`config.mk`:
```
export PLATFORM = sky130hd
export DESIGN_NAME = spmv_read_scheduler
export DESIGN_NICKNAME = d
export VERILOG_FILES = /design/src/rtl/spmv_pkg.sv /design/src/rtl/spmv_port_seq.sv /design/src/rtl/spmv_read_scheduler.sv
export SDC_FILE = /design/constraint.sdc
export NUM_CORES = 1
export LEC_CHECK = 0
export CORE_MARGIN = 4
export CORE_UTILIZATION = 35
export CTS_BUF_LIST = sky130_fd_sc_hd__clkbuf_2
export CTS_CLUSTER_DIAMETER = 40
export DETAILED_ROUTE_END_ITERATION = 6
export SYNTH_ARGS = -nofsm -noshare
export SYNTH_HDL_FRONTEND = slang
export SYNTH_SLANG_ARGS = --single-unit
```
`constraint.sdc`:
```
create_clock -name i_clk -period 2.4 [get_ports i_clk]
set_input_delay 0.72 -clock i_clk [delete_from_list [all_inputs] [get_ports i_clk]]
set_output_delay 0.72 -clock i_clk [all_outputs]
set_load 0.01 [all_outputs]
```
`src/rtl/spmv_pkg.sv`:
```
// Shared encodings and default constants for the SpMV read scheduler.
package spmv_pkg;

  typedef enum logic [1:0] {
    ST_IDLE  = 2'd0,
    ST_RUN   = 2'd1,
    ST_DRAIN = 2'd2,
    ST_DONE  = 2'd3
  } state_t;

  typedef enum logic {
    PH_FIRST  = 1'b0,
    PH_SECOND = 1'b1
  } phase_t;

  localparam int DEF_DATA_W  = 16;
  localparam int DEF_ADDR_W  = 10;
  localparam int DEF_VEC_LEN = 16;
  localparam int DEF_RD_LAT  = 2;
  localparam int DEF_BASE    = 0;

  localparam logic [1:0] CAP_NONE   = 2'b00;
  localparam logic [1:0] CAP_FIRST  = 2'b01;
  localparam logic [1:0] CAP_SECOND = 2'b10;

endpackage

```
`src/rtl/spmv_port_seq.sv`:
```
// Two-phase address sequencer for one M10K port, followed by a RD_LAT-deep
// pipeline that turns each issued address into a capture strobe and index
// exactly when the memory word arrives.
module spmv_port_seq
  import spmv_pkg::*;
#(
  parameter int               ADDR_W = DEF_ADDR_W,
  parameter int               RD_LAT = DEF_RD_LAT,
  parameter logic [ADDR_W-1:0] BASE0 = '0,
  parameter logic [ADDR_W-1:0] BASE1 = '0
) (
  input  logic              i_clk,
  input  logic              i_rstn,
  input  logic              start,
  input  logic [ADDR_W:0]   len0,
  input  logic [ADDR_W:0]   len1,
  output logic [ADDR_W-1:0] addr,
  output logic              req,
  output logic [1:0]        cap,
  output logic [ADDR_W-1:0] cap_idx,
  output logic              fin
);

  // Counts are one bit wider than addresses so rows+1 never overflows.
  logic [ADDR_W:0]   len0_q;
  logic [ADDR_W:0]   len1_q;
  logic [ADDR_W:0]   idx;
  logic [ADDR_W:0]   idx_inc;
  logic [ADDR_W:0]   cur_len;
  logic              phase_end;
  phase_t            phase;

  logic [1:0]        cap_in;
  logic [ADDR_W-1:0] idx_in;
  logic [1:0]        cap_pipe [RD_LAT];
  logic [ADDR_W-1:0] idx_pipe [RD_LAT];

  assign idx_inc   = idx + {{ADDR_W{1'b0}}, 1'b1};
  assign cur_len   = (phase == PH_FIRST) ? len0_q : len1_q;
  assign phase_end = (idx_inc == cur_len);
  assign fin       = !req || (phase_end && ((phase == PH_SECOND) || (len1_q == '0)));

  // Walk phase 0 then phase 1 back-to-back, skipping empty phases and holding the last address when finished.
  always_ff @(posedge i_clk) begin
    if (!i_rstn) begin
      req    <= 1'b0;
      addr   <= '0;
      phase  <= PH_FIRST;
      idx    <= '0;
      len0_q <= '0;
      len1_q <= '0;
    end else if (start) begin
      len0_q <= len0;
      len1_q <= len1;
      idx    <= '0;
      if (len0 != '0) begin
        req   <= 1'b1;
        phase <= PH_FIRST;
        addr  <= BASE0;
      end else if (len1 != '0) begin
        req   <= 1'b1;
        phase <= PH_SECOND;
        addr  <= BASE1;
      end else begin
        req   <= 1'b0;
      end
    end else if (req) begin
      if (!phase_end) begin
        idx  <= idx_inc;
        addr <= addr + {{(ADDR_W-1){1'b0}}, 1'b1};
      end else if ((phase == PH_FIRST) && (len1_q != '0)) begin
        phase <= PH_SECOND;
        idx   <= '0;
        addr  <= BASE1;
      end else begin
        req <= 1'b0;
      end
    end
  end

  // Tag the address issued this cycle with its buffer select and element index.
  always_comb begin
    cap_in = CAP_NONE;
    idx_in = '0;
    if (req) begin
      cap_in = (phase == PH_FIRST) ? CAP_FIRST : CAP_SECOND;
      idx_in = idx[ADDR_W-1:0];
    end
  end

  // Delay the tag by RD_LAT cycles so it lines up with the memory read data.
  always_ff @(posedge i_clk) begin
    if (!i_rstn) begin
      for (int k = 0; k < RD_LAT; k++) begin
        cap_pipe[k] <= CAP_NONE;
        idx_pipe[k] <= '0;
      end
    end else begin
      cap_pipe[0] <= cap_in;
      idx_pipe[0] <= idx_in;
      for (int k = 1; k < RD_LAT; k++) begin
        cap_pipe[k] <= cap_pipe[k-1];
        idx_pipe[k] <= idx_pipe[k-1];
      end
    end
  end

  assign cap     = cap_pipe[RD_LAT-1];
  assign cap_idx = idx_pipe[RD_LAT-1];

endmodule

```
`src/rtl/spmv_read_scheduler.sv`:
```
// Read scheduler for the SpMV engine: streams vector/value reads on port A and
// col-index/row-ptr reads on port B, then waits out the read latency.
module spmv_read_scheduler
  import spmv_pkg::*;
#(
  parameter int               DATA_W   = DEF_DATA_W,
  parameter int               ADDR_W   = DEF_ADDR_W,
  parameter int               VEC_LEN  = DEF_VEC_LEN,
  parameter int               RD_LAT   = DEF_RD_LAT,
  parameter logic [ADDR_W-1:0] VEC_BASE = ADDR_W'(DEF_BASE),
  parameter logic [ADDR_W-1:0] VAL_BASE = ADDR_W'(DEF_BASE),
  parameter logic [ADDR_W-1:0] COL_BASE = ADDR_W'(DEF_BASE),
  parameter logic [ADDR_W-1:0] PTR_BASE = ADDR_W'(DEF_BASE)
) (
  input  logic              i_clk,
  input  logic              i_rstn,
  input  logic              i_start,
  input  logic [ADDR_W-1:0] i_nnz,
  input  logic [ADDR_W-1:0] i_rows,
  output logic [ADDR_W-1:0] o_addr_a,
  output logic [ADDR_W-1:0] o_addr_b,
  output logic              o_req_a,
  output logic              o_req_b,
  output logic [1:0]        o_cap_a,
  output logic [1:0]        o_cap_b,
  output logic [ADDR_W-1:0] o_cap_idx_a,
  output logic [ADDR_W-1:0] o_cap_idx_b,
  output logic              o_busy,
  output logic              o_done
);

  localparam int DCNT_W = (RD_LAT > 1) ? $clog2(RD_LAT) : 1;
  localparam logic [DCNT_W-1:0] DCNT_LAST = DCNT_W'(RD_LAT - 1);

  if ((RD_LAT < 1) || (DATA_W < 1)) begin : g_param_check
    $error("spmv_read_scheduler: RD_LAT and DATA_W must be at least 1");
  end

  state_t            state;
  logic [DCNT_W-1:0] drain_cnt;
  logic              start_go;
  logic              fin_a;
  logic              fin_b;
  logic [ADDR_W:0]   len_vec;
  logic [ADDR_W:0]   len_nnz;
  logic [ADDR_W:0]   len_ptr;

  // Start is only honoured in IDLE; the sequencers latch their counts on this pulse.
  assign start_go = (state == ST_IDLE) && i_start;
  assign len_vec  = (ADDR_W+1)'(VEC_LEN);
  assign len_nnz  = {1'b0, i_nnz};
  assign len_ptr  = {1'b0, i_rows} + {{ADDR_W{1'b0}}, 1'b1};

  spmv_port_seq #(
    .ADDR_W (ADDR_W),
    .RD_LAT (RD_LAT),
    .BASE0  (VEC_BASE),
    .BASE1  (VAL_BASE)
  ) u_port_a (
    .i_clk   (i_clk),
    .i_rstn  (i_rstn),
    .start   (start_go),
    .len0    (len_vec),
    .len1    (len_nnz),
    .addr    (o_addr_a),
    .req     (o_req_a),
    .cap     (o_cap_a),
    .cap_idx (o_cap_idx_a),
    .fin     (fin_a)
  );

  spmv_port_seq #(
    .ADDR_W (ADDR_W),
    .RD_LAT (RD_LAT),
    .BASE0  (COL_BASE),
    .BASE1  (PTR_BASE)
  ) u_port_b (
    .i_clk   (i_clk),
    .i_rstn  (i_rstn),
    .start   (start_go),
    .len0    (len_nnz),
    .len1    (len_ptr),
    .addr    (o_addr_b),
    .req     (o_req_b),
    .cap     (o_cap_b),
    .cap_idx (o_cap_idx_b),
    .fin     (fin_b)
  );

  // Top-level control: run until both ports are out of addresses, drain RD_LAT cycles, pulse done.
  always_ff @(posedge i_clk) begin
    if (!i_rstn) begin
      state     <= ST_IDLE;
      drain_cnt <= '0;
      o_busy    <= 1'b0;
      o_done    <= 1'b0;
    end else begin
      case (state)
        ST_IDLE: begin
          o_done <= 1'b0;
          if (i_start) begin
            state  <= ST_RUN;
            o_busy <= 1'b1;
          end
        end
        ST_RUN: begin
          if (fin_a && fin_b) begin
            state     <= ST_DRAIN;
            drain_cnt <= '0;
          end
        end
        ST_DRAIN: begin
          if (drain_cnt == DCNT_LAST) begin
            state  <= ST_DONE;
            o_busy <= 1'b0;
            o_done <= 1'b1;
          end else begin
            drain_cnt <= drain_cnt + {{(DCNT_W-1){1'b0}}, 1'b1};
          end
        end
        ST_DONE: begin
          state  <= ST_IDLE;
          o_done <= 1'b0;
        end
        default: begin
          state  <= ST_IDLE;
          o_busy <= 1'b0;
          o_done <= 1'b0;
        end
      endcase
    end
  end

endmodule

```
### After elaboration in Yosys (flattened, before gate mapping)

Memories as Yosys holds them, arrays and structs flattened.
Index checks and enable logic that the tools add are counted.

| cells by class | value |
|---|---|
| muxes and demuxes | 58 |
| bitwise operators | 11 |
| $add $sub $neg | 6 |
| equality and inequality tests | 12 |
| reduce and logical (&&, ||, !) cells | 36 |

Operators by type and width:

| cell | number |
|---|---|
| $mux 10 | 15 |
| $mux 11 | 5 |
| $reduce_bool 11->1 | 4 |
| $mux 1 | 23 |
| $add 11x1->11 const B | 2 |
| $eq 11x11->1 | 2 |
| $logic_not 11->1 | 2 |
| $mux 2 | 11 |
| $add 10x1->10 const B | 2 |
| $reduce_and 3->1 | 4 |
| $reduce_bool 2->1 | 6 |
| $add 10x1->11 const B | 1 |
| $ne 2x2->1 const B | 5 |
| $or 1x1->1 | 8 |
| $pmux 2 s4 | 1 |
| $reduce_and 2->1 | 4 |
| $logic_and 1x1->1 | 6 |
| $pmux 1 s2 | 3 |
| $eq 2x2->1 const B | 2 |
| $logic_or 1x1->1 | 4 |
| $reduce_and 4->1 | 1 |
| $reduce_or 2->1 | 2 |
| $ne 3x1->1 const B | 1 |
| $ne 3x3->1 const B | 1 |
| other kinds (5) | 8 |

| word-level totals | value |
|---|---|
| memories | 4 |
| bits of input ports | 23 |
| RAM bits | 48 |
| flip-flop bits (word level) | 73 |

Memories:

| memory | depth | bits a word | read ports | clocked after Yosys merged registers in | write ports | line | source |
|---|---|---|---|---|---|---|---|
| u_port_a.idx_pipe | 2 | 10 | 2 | 0 | 2 | spmv_port_seq.sv:36 | `logic [ADDR_W-1:0] idx_pipe [RD_LAT];` |
| u_port_b.idx_pipe | 2 | 10 | 2 | 0 | 2 | spmv_port_seq.sv:36 |  |
| u_port_a.cap_pipe | 2 | 2 | 2 | 0 | 2 | spmv_port_seq.sv:35 | `logic [1:0] cap_pipe [RD_LAT];` |
| u_port_b.cap_pipe | 2 | 2 | 2 | 0 | 2 | spmv_port_seq.sv:35 |  |

### Longest topological paths before layout

Gate-level depths: netlist of the first run.

| depth | value |
|---|---|
| depth after elaboration | 7 |
| mapped depth | 11 |

### Hierarchy

Synthesis of the first run repeated with hierarchy kept, for this count alone.

| second synthesis, totals | value |
|---|---|
| cell total of the unflattened synthesis | 756 |
| area total of the unflattened synthesis | 6887.9 um^2 |

Modules (own cells, without submodules):

| module | sequential area each (um^2) | area an instance (um^2) | instances | cells an instance |
|---|---|---|---|---|
| spmv_port_seq | 1381.3 | 3206.8 | 2 | 349 |
| spmv_read_scheduler | 100.1 | 474.2 | 1 | 58 |

### Worst setup path after synthesis of the first run

Ideal clock, no wire load.

| timing path | value |
|---|---|
| path type | register -> register |
| start point | register u_port_a.idx[1] |
| end point | register u_port_a.addr[7] |
| buffers on the path | 0 |
| period minus slack after synthesis | 2.522 ns |
| stages on the path, launching flop included | 10 |
| required time | 2.329 ns |
| setup slack | -0.122 ns |
| data arrival time | 2.451 ns |
| cells stage by stage | dfxtp_1 > ha_1 > nand3_2 > o21a_1 > or2_1 > a221o_1 > o211ai_2 > o2111ai_4 > or4_1 > a21oi_1 |

| on the way | value |
|---|---|
| cells in the longest elaborated chain, start to end | 4 |
| elaborated cells between the ends (all ways) | 5 |
| classes of those cells | add/sub: 1; eq/ne: 2; mux: 1; reduce/logical: 1 |

RTL lines:

| item | line | source |
|---|---|---|
| start, declared | spmv_port_seq.sv:27 | `logic [ADDR_W:0] idx;` |
| start signal, assigned | spmv_port_seq.sv:69 | `idx <= idx_inc;` |
| $add 11x1->11 * | spmv_port_seq.sv:38 | `assign idx_inc = idx + {{ADDR_W{1'b0}}, 1'b1};` |
| $eq 11x11->1 * | spmv_port_seq.sv:40 | `assign phase_end = (idx_inc == cur_len);` |
| $ne 2x2->1 (no line) | - |  |
| $reduce_and 2->1 (no line) | - |  |
| end signal, assigned | spmv_port_seq.sv:70 | `addr <= addr + {{(ADDR_W-1){1'b0}}, 1'b1};` |
| end, declared | spmv_port_seq.sv:17 | `output logic [ADDR_W-1:0] addr,` |

Mark *: on every way between the ends. The rest lies on a longest branch, timed or not.
A chain may end at the register's enable or synchronous reset.

### Worst setup path in the final report of the first run

| timing path | value |
|---|---|
| start point | register u_port_b.phase |
| end point | register drain_cnt |

| on the way | value |
|---|---|
| cells in the longest elaborated chain, start to end | 7 |
| elaborated cells between the ends (all ways) | 8 |
| classes of those cells | eq/ne: 2; mux: 1; reduce/logical: 5 |

RTL lines:

| item | line | source |
|---|---|---|
| start, declared | spmv_port_seq.sv:31 | `phase_t phase;` |
| start signal, assigned | spmv_port_seq.sv:48 | `phase <= PH_FIRST;` |
| start signal, assigned | spmv_port_seq.sv:58 | `phase <= PH_FIRST;` |
| start signal, assigned | spmv_port_seq.sv:62 | `phase <= PH_SECOND;` |
| $mux 11 | spmv_port_seq.sv:39 | `assign cur_len = (phase == PH_FIRST) ? len0_q : len1_q;` |
| $eq 11x11->1 | spmv_port_seq.sv:40 |  |
| $logic_and 1x1->1 * | spmv_port_seq.sv:41 | `assign fin = !req \|\| (phase_end && ((phase == PH_SECOND) \|\| (len1_q == '0)));` |
| $logic_or 1x1->1 * | spmv_port_seq.sv:41 |  |
| $logic_and 1x1->1 * | spmv_read_scheduler.sv:107 | `if (fin_a && fin_b) begin` |
| $ne 2x2->1 (no line) * | - |  |
| $reduce_and 2->1 (no line) * | - |  |
| end signal, assigned | spmv_read_scheduler.sv:118 | `drain_cnt <= drain_cnt + {{(DCNT_W-1){1'b0}}, 1'b1};` |
| end, declared | spmv_read_scheduler.sv:40 | `logic [DCNT_W-1:0] drain_cnt;` |

Marks and branches as above.

==> metrics.txt, run 1 <==
status complete, but fails checks; failing checks setup timing; clk buf depth 2; CTS sink count 121; first-pass GRT wire length 27400 um; critical path endpoint category flop; Pins Over Slew Limit 0; CTS tree yes; Highest Signal Layer met4; DRC viols 0; Synth Instances 689; Avg Cell Area, Syn 8.63 sq um; Final period util 107%; # hold bufs at CTS 0; met2 WL 8160 um; final-report hold violation count 0; pre-CTS WS -638 ps; initial antenna violation count 1; Clk pin slew, worst setup/hold paths 180 ps; Logic pwr share 38.3%; PortBufs 70; yosys warns 0; total grt overflow 0; Via-to-Cell Ratio 5.12; ys async rst share 0%; CORE AREA 16600 sq um; share of the yosys chip area belonging to registers 40.7%; post-synth cell types 68; row count 47; die area 19100 sq um; drt wl/cell 15.3 um; fin util 53.1%; Power per Cell Area 734 nW/um^2; post-route cell area 8840 sq um; DP Area 7560 sq um; ANT nets after route 0; Max H-tree Level 4; All-Layer GR Usage 17.2%; Chip Height 138 um; crit path kind reg2reg; Layout Nets 908; Relative slew margins 68.9%; max incr delay on CP 580 ps; Max FO, Critical Path 5; maximum capacitance violations 0; Die Wd 138 um; DR iter-0 viols 275; crit path buf inv count 2; CTS root buf clkbuf_2; worst min path class reg2reg; final setup fails 38; initial core utilization 35.7%; synthesized area 5950 sq um; Critical Path RT 2990 ps; CP startpoint kind flop; Internal Dissipation 4.22 mW; Syn-to-layout area delta 48.7%; RSZ-0062 raised after global routing yes; crit-path cells buf_8 > mux2_4 > or4_4 > a221oi_4 > a31oi_2 > buf_4 > nor4bb_2 > nor3_1; Slowest cell on crit path or4_4; DP HPWL 11500 um; power share of the sequential group 36.2%; Psw 2.27 mW; sw frac 35.0%; Post-synth top flop dfxtp_1; ratio of cells with drive above 1 in the final layout 36.3%; Post-synth EDFFs 0; Leakage 3.75 nW; I/O pin cnt 71; routed metal-1 wirelength 7780 um; clock skew 26.8 ps; Post-Syn Nets 720; WL final 17000 um; worst slew pin tran 467 ps; clock share of power 25.5%; WP data arrival 3150 ps; #FFs+latches synth 121; Max IR drop VDD 0.343 mV; gpl congestion 0.849; worst skew pair latency 690 ps; DR pass1 iterations 4; Top delay family on crit path simple AND/OR/NAND/NOR gates; final critical-path required period 2560 ps; largest net degree at the start of global routing 46; Achievable Freq 0.391 GHz; number of global-route vias before repair 5637; final setup margin -158 ps; DR WL met3 703 um; CTS buffer count 17; total number of vias 5687
[cells by family (layout without fill, tap and decap cells)]
family	count (synthesis)	after routing	share of synthesized area, %
other	0	1	0
adder cells (fa/ha/maj)	8	8	1.68
AND/OR/NAND/NOR	280	280	24.9
AO/OA/AOI/OAI	143	144	16.2
multiplexers	18	18	3.11
buffers and inverters	81	281	7.26
XOR/XNOR	38	38	6.08
flip-flops	121	121	40.7
[cell usage in the layout (no fill, tap or decap), types with 10 or more instances in the layout]
cell type and instances:
dfxtp_1 87, a311oi_2 10, and3_1 32, nand2b_1 11
a21oi_1 43, dlymetal6s2s_1 14, dlygate4sd2_1 16, buf_4 144
o21ai_0 18, clkbuf_2 17, clkdlybuf4s50_1 40, and2_1 28
dfxtp_2 26, mux2i_1 12, nand3_1 20, xnor2_1 22
nand2_1 64, nor2_1 46, buf_6 19, inv_1 13
[power groups by stage]
stage | Combinational (mW) | Sequential [mW] | Clock [mW]
after CTS | 2.20 | 2.34 | 1.69
after global placement | 1.93 | 2.38 | 0
after detailed placement | 1.97 | 2.38 | 0
final | 2.49 | 2.35 | 1.65
after floorplan | 1.16 | 2.35 | 0
after global routing | 2.69 | 2.37 | 1.79
[final cells by class]
| type | instances | area [sq um] |
|---|---|---|
| multi-input combinational | 488 | 3670 |
| inverter | 13 | 48.8 |
| fill | 1514 | 7800 |
| timing repair buffer | 236 | 2050 |
| clock buffer | 17 | 85.1 |
| clock inverter | 15 | 230 |
| tap | 220 | 275 |
| sequential | 121 | 2480 |
| antenna | 1 | 2.50 |
[worst reg2reg max path: stages, from the launching register on]
cell	delay, ps
dfxtp_4	410
buf_8	130
mux2_4	340
or4_4	580
a221oi_4	340
a31oi_2	160
buf_4	170
nor4bb_2	250
nor3_1	90
[metrics by stage]
stage | power [mW] | setup TNS, ps | instances | hold slack (ps)
global route | 6.85 | -6480 | 1111 | 473
CTS | 6.23 | -1200 | 1102 | 452
detailed placement | 4.36 | -14220 | 1040 | 420
global placement | 4.30 | -11870 | 1040 | 413
floorplan | 3.51 | 0 | 689 | 412
finish | 6.49 | -1990 | 1111 | 449
[sequential cells by signal (all words and copies together), names as in the netlist, 2 cells and up]
register / flops
u_port_a.cap_pipe: 4
u_port_b.len1_q: 11
u_port_a.idx: 11
u_port_b.cap_pipe: 4
u_port_b.idx_pipe: 20
u_port_b.idx: 11
u_port_a.addr: 10
u_port_b.len0_q: 10
state: 2
u_port_a.idx_pipe: 20
u_port_b.addr: 10
[per-layer routing]
metal	GRT usage [%]	vias to the layer above
met3	3.63	28
met2	28.0	143
li1	-	2818
met5	0	-
met1	22.2	2698
met4	7.44	0
[Yosys cell counts (5+ instances only)]
cell type | number | area, sq um
xor2_1 | 11 | 96.3
and2_1 | 29 | 181
buf_2 | 12 | 60.1
nand4_1 | 9 | 56.3
nand3b_1 | 5 | 37.5
nand2_1 | 69 | 259
a311oi_1 | 14 | 123
nor3_1 | 9 | 45.0
clkbuf_1 | 24 | 90.1
and3_1 | 35 | 219
a31oi_1 | 8 | 50.1
o21ai_0 | 22 | 110
inv_1 | 13 | 48.8
ha_1 | 8 | 100
a211oi_1 | 12 | 90.1
a21oi_1 | 47 | 235
buf_4 | 30 | 225
mux2i_1 | 17 | 170
nor4_1 | 5 | 31.3
or4_1 | 7 | 52.6
nand2b_1 | 11 | 68.8
xnor2_1 | 25 | 219
dfxtp_1 | 121 | 2420
nand3_1 | 23 | 115
or3_1 | 7 | 43.8
nor2_1 | 47 | 176
[final timing paths]
| check | endpoint | start | slack [ps] | cells past startpoint |
|---|---|---|---|---|
| max | drain_cnt | u_port_b.phase | -160 | 8 |
| min | u_port_a.idx_pipe[0][14] | u_port_a.idx_pipe[0][4] | 450 | 1 |
| max reg2reg | drain_cnt | u_port_b.phase | -160 | 8 |
| min reg2reg | u_port_a.idx_pipe[0][14] | u_port_a.idx_pipe[0][4] | 450 | 1 |
[repair_timing]
action | CTS | global route
pin swaps | 45 | 34
setup buffers | 31 | 7
endpoints found under the setup margin | 71 | 63
gates resized for setup | 118 | 75
gates cloned | 1 | 1
Power figures use the tool's default switching activity.
==> run 2: changes to the inputs <==
--- a/config.mk
+++ b/config.mk
@@ -5,11 +5,14 @@
 export SDC_FILE = /design/constraint.sdc
 export NUM_CORES = 1
 export LEC_CHECK = 0
+export CORE_ASPECT_RATIO = 0.75
 export CORE_MARGIN = 4
 export CORE_UTILIZATION = 35
 export CTS_BUF_LIST = sky130_fd_sc_hd__clkbuf_2
 export CTS_CLUSTER_DIAMETER = 40
 export DETAILED_ROUTE_END_ITERATION = 6
+export MAX_ROUTING_LAYER = met4
 export SYNTH_ARGS = -nofsm -noshare
 export SYNTH_HDL_FRONTEND = slang
+export SYNTH_HIERARCHICAL = 1
 export SYNTH_SLANG_ARGS = --single-unit
==> metrics.txt, run 2 <==
largest family of logic cells by synthesized area simple AND/OR/NAND/NOR gates; WP data arrival 3250 ps (+100 ps); status complete, but fails checks; RSZ-0062 raised after global routing yes; Top Registers u_port_a/idx_pipe x20, u_port_b/idx_pipe x20; DP HPWL 13300 um (+15%); fin util 51.9% (-1.2 points); CORE AREA 19300 sq um (+16%); minimum hold slack 333 ps (-115 ps); Max FO, Critical Path 6 (+1); row count 44 (-6.4%); register area 2930 sq um (+18%); post-route cell area 10000 sq um (+13%); Critical Path RT 3040 ps (+50 ps); post-synth cell types 56 (-18%); Synth Area in Simple Gates 23.6% (-1.3 points); CTS root buf clkbuf_2; final setup fails 43 (+13%); #FFs+latches synth 143 (+18%); final critical-path required period 2620 ps (+59.2 ps); Avg Cell Area, Syn 9.11 sq um (+5.6%); worst slew pin tran 602 ps (+135 ps); DR iter-0 viols 448 (+63%); Antenna diodes 0 (-1); gpl congestion 0.926 (+9.0%); I/O pin cnt 71 (unchanged); total number of vias 6303 (+11%); Leakage 4.57 nW (+22%); Pins Over Slew Limit 0 (unchanged); top cells by area, synth dfxtp_1, mux2i_1, nor2_1, and3_1, nor4_1; final-report hold violation count 0 (unchanged); Power per Cell Area 769 nW/um^2 (+4.8%); Layout Nets 1018 (+12%); count leader, synth dfxtp_1; DP Area 8730 sq um (+15%); setup TNS -6030 ps (-4040 ps); critical path endpoint category flop; # hold bufs at CTS 0 (unchanged); DRC viols 0 (unchanged); Synth area leader dfxtp_1; Compound-Gate Fraction of Synth Area 10.7% (-5.6 points); ratio of cells with drive above 1 in the final layout 34.2% (-2.1 points); CP startpoint kind flop; share of the yosys chip area belonging to registers 41.6% (+0.83 points); most frequent cells in the layout buf_4, dfxtp_1, nor2_1; final setup margin -218 ps (-59.2 ps); Multi-input gate area 4230 sq um (+15%); Chip Height 129 um (-6.4%); Final period util 109% (+2.5 points); CTS sink count 143 (+18%); failing checks setup timing; synth cell count leaders dfxtp_1, nor2_1, mux2i_1; first-pass GRT wire length 30400 um (+11%); drt wl/cell 15.2 um (-0.28%); Via-to-Cell Ratio 5.03 (-1.7%); CTS buffer count 17 (unchanged); Clk pin slew, worst setup/hold paths 220 ps (+40 ps); total grt overflow 0 (unchanged); Max H-tree Level 4 (unchanged); PortBufs 70 (unchanged); clk buf depth 2 (unchanged); worst skew pair latency 730 ps (+40 ps); synthesized area 6890 sq um (+16%); initial core utilization 35.6% (-0.089 points); fill cell count 1787 (+18%); adder-cell share of the synthesized area 1.63% (-0.048 points); maximum capacitance violations 0 (unchanged); largest net degree at the start of global routing 46 (unchanged); Syn-to-layout area delta 45.6%; die area 22000 sq um (+15%); crit path kind reg2reg; ANT nets after route 0 (unchanged); pre-CTS WS -604 ps (+33.1 ps); Synth Instances 756 (+9.7%); ys async rst share 0% (unchanged); clock skew 28.1 ps (+1.27 ps); DR pass1 iterations 5 (+1); yosys warns 6 (+6); Post-synth top flop dfxtp_1; mux cell area share after synthesis 11.3% (+8.2 points); Die Wd 170 um (+23%); Achievable Freq 0.382 GHz (-2.3%); commonest non-fill, non-tap cell in the layout buf_4; initial antenna violation count 0 (-1); Post-synth EDFFs 0 (unchanged); WL final 19100 um (+12%); CTS tree yes; Synth Area in XOR/XNOR 4.32% (-1.8 points); worst min path class in2reg; Yosys top cell area share 41.6% (+0.83 points); Max IR drop VDD 0.388 mV (+13%); Relative slew margins 59.6% (-9.3 points); All-Layer GR Usage 17.7% (+0.48 points); number of global-route vias before repair 5784 (+2.6%)
## run 2: changes by cell type after synthesis, sizes merged, moves of 12 or more
| cell | delta |
|---|---|
| nand2 | -30 |
| a211o | +16 |
| a311oi | -12 |
| nor4 | +29 |
| mux2i | +49 |
| dfxtp | +22 |
| a21oi | -35 |
| nor2 | +26 |
## run 2: kinds of logic (layout without fill, tap and decap cells)
| logic type | Yosys count | after routing |
|---|---|---|
| muxes | 76 | 76 |
| DFF | 143 | 143 |
| buffers and inverters | 88 | 307 |
| adders and majority gates | 9 | 9 |
| other | 2 | 26 |
| AOI/OAI and AO/OA | 95 | 95 |
| and+or+nand+nor | 309 | 309 |
| xor gates and xnor gates | 34 | 34 |
## run 2: final timing paths
kind / from / to / slack, ps / cells past startpoint
worst min register to register: u_port_a/idx_pipe[0][2] / u_port_a/idx_pipe[0][12] / 430 / 1
worst min-delay path: i_rstn / u_port_a/phase / 330 / 3
worst max-delay path: u_port_a/phase / u_port_a/addr[2] / -220 / 9
worst max register to register: u_port_a/phase / u_port_a/addr[2] / -220 / 9
## run 2: cell type report
type                    instances  share of cell area (%)
multi-input cells             549                    42.1
well taps                     253                    3.16
inverters                      22                   0.823
clock buffers                  18                   0.898
flip-flops and latches        143                    29.2
clock inverters                14                    1.91
repair buffers                253                    21.9
## run 2: worst max-delay path, stage by stage (launching register included)
cell and delay [ps]:
dfxtp_4 450, mux2_4 330, or3_1 310, a221o_1 360, a22oi_4 270, buf_6 150, a31oi_4 90, buf_6 130
and3b_1 170, a221o_1 260
## run 2: where the power goes
| part | leakage, nW | switching [mW] | internal [mW] | total [mW] |
|---|---|---|---|---|
| logic | 3.24 | 1.65 | 1.67 | 3.33 |
| registers | 1.18 | 0.178 | 2.60 | 2.78 |
| clock network | 0.158 | 0.914 | 0.689 | 1.60 |
| total | 4.57 | 2.75 | 4.97 | 7.71 |
## run 2: metal layers
metal  track usage [%]  share of wire (%)
met4              4.65                1.9
met5                 -                  0
met3              3.51                5.4
met2              24.2                 41
met1              26.4                 51
## run 2: metrics by stage
| step | power, mW | cells |
|---|---|---|
| after floorplan | 4.35 | 780 |
| after global placement | 5.31 | 1178 |
| after detailed placement | 5.34 | 1178 |
| after CTS | 7.52 | 1246 |
| after global routing | 8.15 | 1252 |
| final | 7.71 | 1252 |
## run 2: timing repair
item	4_1_cts	5_1_grt
gates resized for setup	175	42
setup buffers	33	7
gates cloned	3	1
setup endpoints to repair	91	58
pin swaps	47	17
==> run 3: changes to the inputs <==
--- a/config.mk
+++ b/config.mk
@@ -7,11 +7,12 @@
 export LEC_CHECK = 0
 export CORE_ASPECT_RATIO = 0.75
 export CORE_MARGIN = 4
-export CORE_UTILIZATION = 35
+export CORE_UTILIZATION = 54
 export CTS_BUF_LIST = sky130_fd_sc_hd__clkbuf_2
 export CTS_CLUSTER_DIAMETER = 40
 export DETAILED_ROUTE_END_ITERATION = 6
 export MAX_ROUTING_LAYER = met4
+export PLACE_DENSITY = 0.79
 export SYNTH_ARGS = -nofsm -noshare
 export SYNTH_HDL_FRONTEND = slang
 export SYNTH_HIERARCHICAL = 1
==> metrics.txt, run 3 (synthesis gave the netlist of run 2 again) <==
largest net degree at the start of global routing 45 (-2.2%); commonest non-fill, non-tap cell in the layout buf_4; row count 35 (-20%); most frequent CP cell buf_6; total grt overflow 0 (unchanged); final setup fails 49 (+14%); reg-to-reg slack, setup -340 ps (-130 ps); crit path kind reg2reg; Max IR drop VDD 0.443 mV (+14%); clock skew 59.0 ps (+30.9 ps); initial antenna violation count 0 (unchanged); Power, Total 7.96 mW (+3.2%); WL final 23500 um (+23%); FF-to-FF Start u_port_a/phase; Layout Nets 1020 (+0.20%); Max H-tree Level 4 (unchanged); first-pass GRT wire length 32500 um (+6.7%); power share of the sequential group 35.7% (-0.4 points); sw frac 39.6% (+4.0 points); Relative slew margins 53.2% (-6.4 points); Final period util 114% (+5.3 points); final critical-path required period 2740 ps (+126 ps); Power per Cell Area 791 nW/um^2 (+2.8%); WP data arrival 3360 ps (+110 ps); All-Layer GR Usage 27.7% (+10 points); Chip Height 106 um (-18%); Top Registers u_port_a/idx_pipe x20, u_port_b/idx_pipe x20; CTS sink count 143 (unchanged); Achievable Freq 0.364 GHz (-4.6%); initial core utilization 55.6% (+20 points); Leakage 4.98 nW (+8.8%); # hold bufs at CTS 0 (unchanged); critical path endpoint category flop; setup TNS -11650 ps (-5620 ps); CTS buffer count 17 (unchanged); Reg-to-Reg End state[1]; PortBufs 70 (unchanged); final setup margin -344 ps (-126 ps); Slowest cell on crit path dfxtp_4; failing checks setup timing; cells on worst reg2reg path 10 (+1); clock share of power 17.4% (-3.4 points); max incr delay on CP 470 ps (+20 ps); status complete, but fails checks; DRC viols 0 (unchanged); Logic pwr share 46.9% (+3.8 points); DP HPWL 13100 um (-1.5%); Internal Dissipation 4.81 mW (-3.2%); Clk pin slew, worst setup/hold paths 250 ps (+30 ps); CTS root buf clkbuf_2; total number of vias 7135 (+13%); worst slew pin tran 697 ps (+94.7 ps); ratio of cells with drive above 1 in the final layout 36.5% (+2.3 points); Via-to-Cell Ratio 6.12 (+22%); die area 14600 sq um (-33%); drt wl/cell 20.1 um (+32%); number of global-route vias before repair 6535 (+13%); most frequent cells in the layout buf_4, dfxtp_1, nor2_1; DR iter-0 viols 996 (+120%); Pins Over Slew Limit 0 (unchanged); Critical Path RT 3020 ps (-20 ps); crit-path cells mux2_4 > or3_1 > a221o_1 > a22oi_4 > buf_6 > a31o_4 > buf_6 > a21boi_2 > o31ai_1 > a21oi_1; RSZ-0062 raised after global routing yes; CP startpoint kind flop; CTS tree yes; final-report hold violation count 0 (unchanged); ANT nets after route 0 (unchanged); Worst Setup EP state[1]; Crit. Startpoint u_port_a/phase; Psw 3.15 mW (+15%); maximum capacitance violations 0 (unchanged); Syn-to-layout area delta 46.1%; Antenna diodes 0 (unchanged); Max FO, Critical Path 6 (unchanged); clk buf depth 2 (unchanged); gpl congestion 0.899 (-2.9%); DR pass1 iterations 6 (+1); CORE AREA 12400 sq um (-36%); Die Wd 138 um (-19%); I/O pin cnt 71 (unchanged); worst skew pair latency 760 ps (+30 ps); worst min path class reg2reg
==> run 3: changes by cell type in the layout (fill, tap and decap cells not counted), moves of 4 or more <==
cell	delta
dlygate4sd2_1	-31
mux2i_1	-6
and3_1	-7
nor4_1	+6
dfxtp_2	+10
dlymetal6s2s_1	+31
dfxtp_1	-10
nor4_2	-4
inv_6	+4
and3_4	+7
buf_4	-4
mux2i_2	+4
==> run 3: worst min-delay path by stage <==
| stage | startpoint | end | slack [ps] | cells past startpoint |
|---|---|---|---|---|
| final | u_port_a/idx_pipe[0][1] | u_port_a/idx_pipe[0][11] | 460 | 1 |
| after global routing | u_port_a/idx_pipe[0][8] | u_port_a/idx_pipe[0][18] | 460 | 1 |
| after CTS | u_port_a/idx_pipe[0][1] | u_port_a/idx_pipe[0][11] | 460 | 1 |
| after detailed placement | u_port_a/idx_pipe[0][1] | u_port_a/idx_pipe[0][11] | 420 | 1 |
| after global placement | u_port_a/idx_pipe[0][8] | u_port_a/idx_pipe[0][18] | 410 | 1 |
| after floorplan | u_port_a/cap_pipe[0][0] | u_port_a/cap_pipe[0][2] | 410 | 1 |
==> run 3: per-stage QoR <==
step                util (%)  hold slack, ps  std cells  setup WS [ps]  cell area, sq um
floorplan                  -             412        780          -8.79              7040
global placement        69.0             414       1083           -440              8550
detailed placement      69.0             417       1083           -574              8550
CTS                     76.8             457       1149           -169              9520
global route            81.2             464       1166           -377             10100
finish                  81.2             456       1166           -344             10100
==> run 3: routing by layer <==
| metal | up-vias | global-route usage, % | part of all wire (%) |
|---|---|---|---|
| li1 | 3123 | - | - |
| met4 | 0 | 8.53 | 3.7 |
| met5 | - | - | 0 |
| met2 | 544 | 43.9 | 45 |
| met3 | 114 | 7.71 | 11 |
| met1 | 3354 | 34.8 | 40 |
==> run 3: final cells by class <==
cell class / count / area, sq um
multi-input cells: 550 / 4280
repair buffers: 254 / 2340
clock buffers: 17 / 85.1
well taps: 166 / 208
clock inverters: 14 / 134
inverters: 22 / 82.6
fillers: 683 / 2330
flip-flops and latches: 143 / 2940
==> run 3: repair_timing <==
item | in CTS | in global routing
pin swaps | 36 | 25
cloned | 4 | 2
setup endpoints to repair | 72 | 88
gates resized for setup | 137 | 108
buffers inserted | 31 | 16
==> run 3: critical path: cells and delay by family (launching register included) <==
family | cells | cell delay (ps)
compound gates | 6 | 1170
flops | 1 | 470
mux | 1 | 350
simple gates | 1 | 330
buf+inv | 2 | 270
==> run 3: power groups by stage <==
| stage | clock, mW | combinational, mW | sequential [mW] |
|---|---|---|---|
| finish | 1.39 | 3.73 | 2.84 |
| CTS | 1.36 | 3.08 | 2.79 |
| detailed placement | 0 | 2.49 | 2.83 |
| global placement | 0 | 2.39 | 2.82 |
| floorplan | 0 | 1.56 | 2.79 |
| global route | 1.49 | 3.88 | 2.85 |
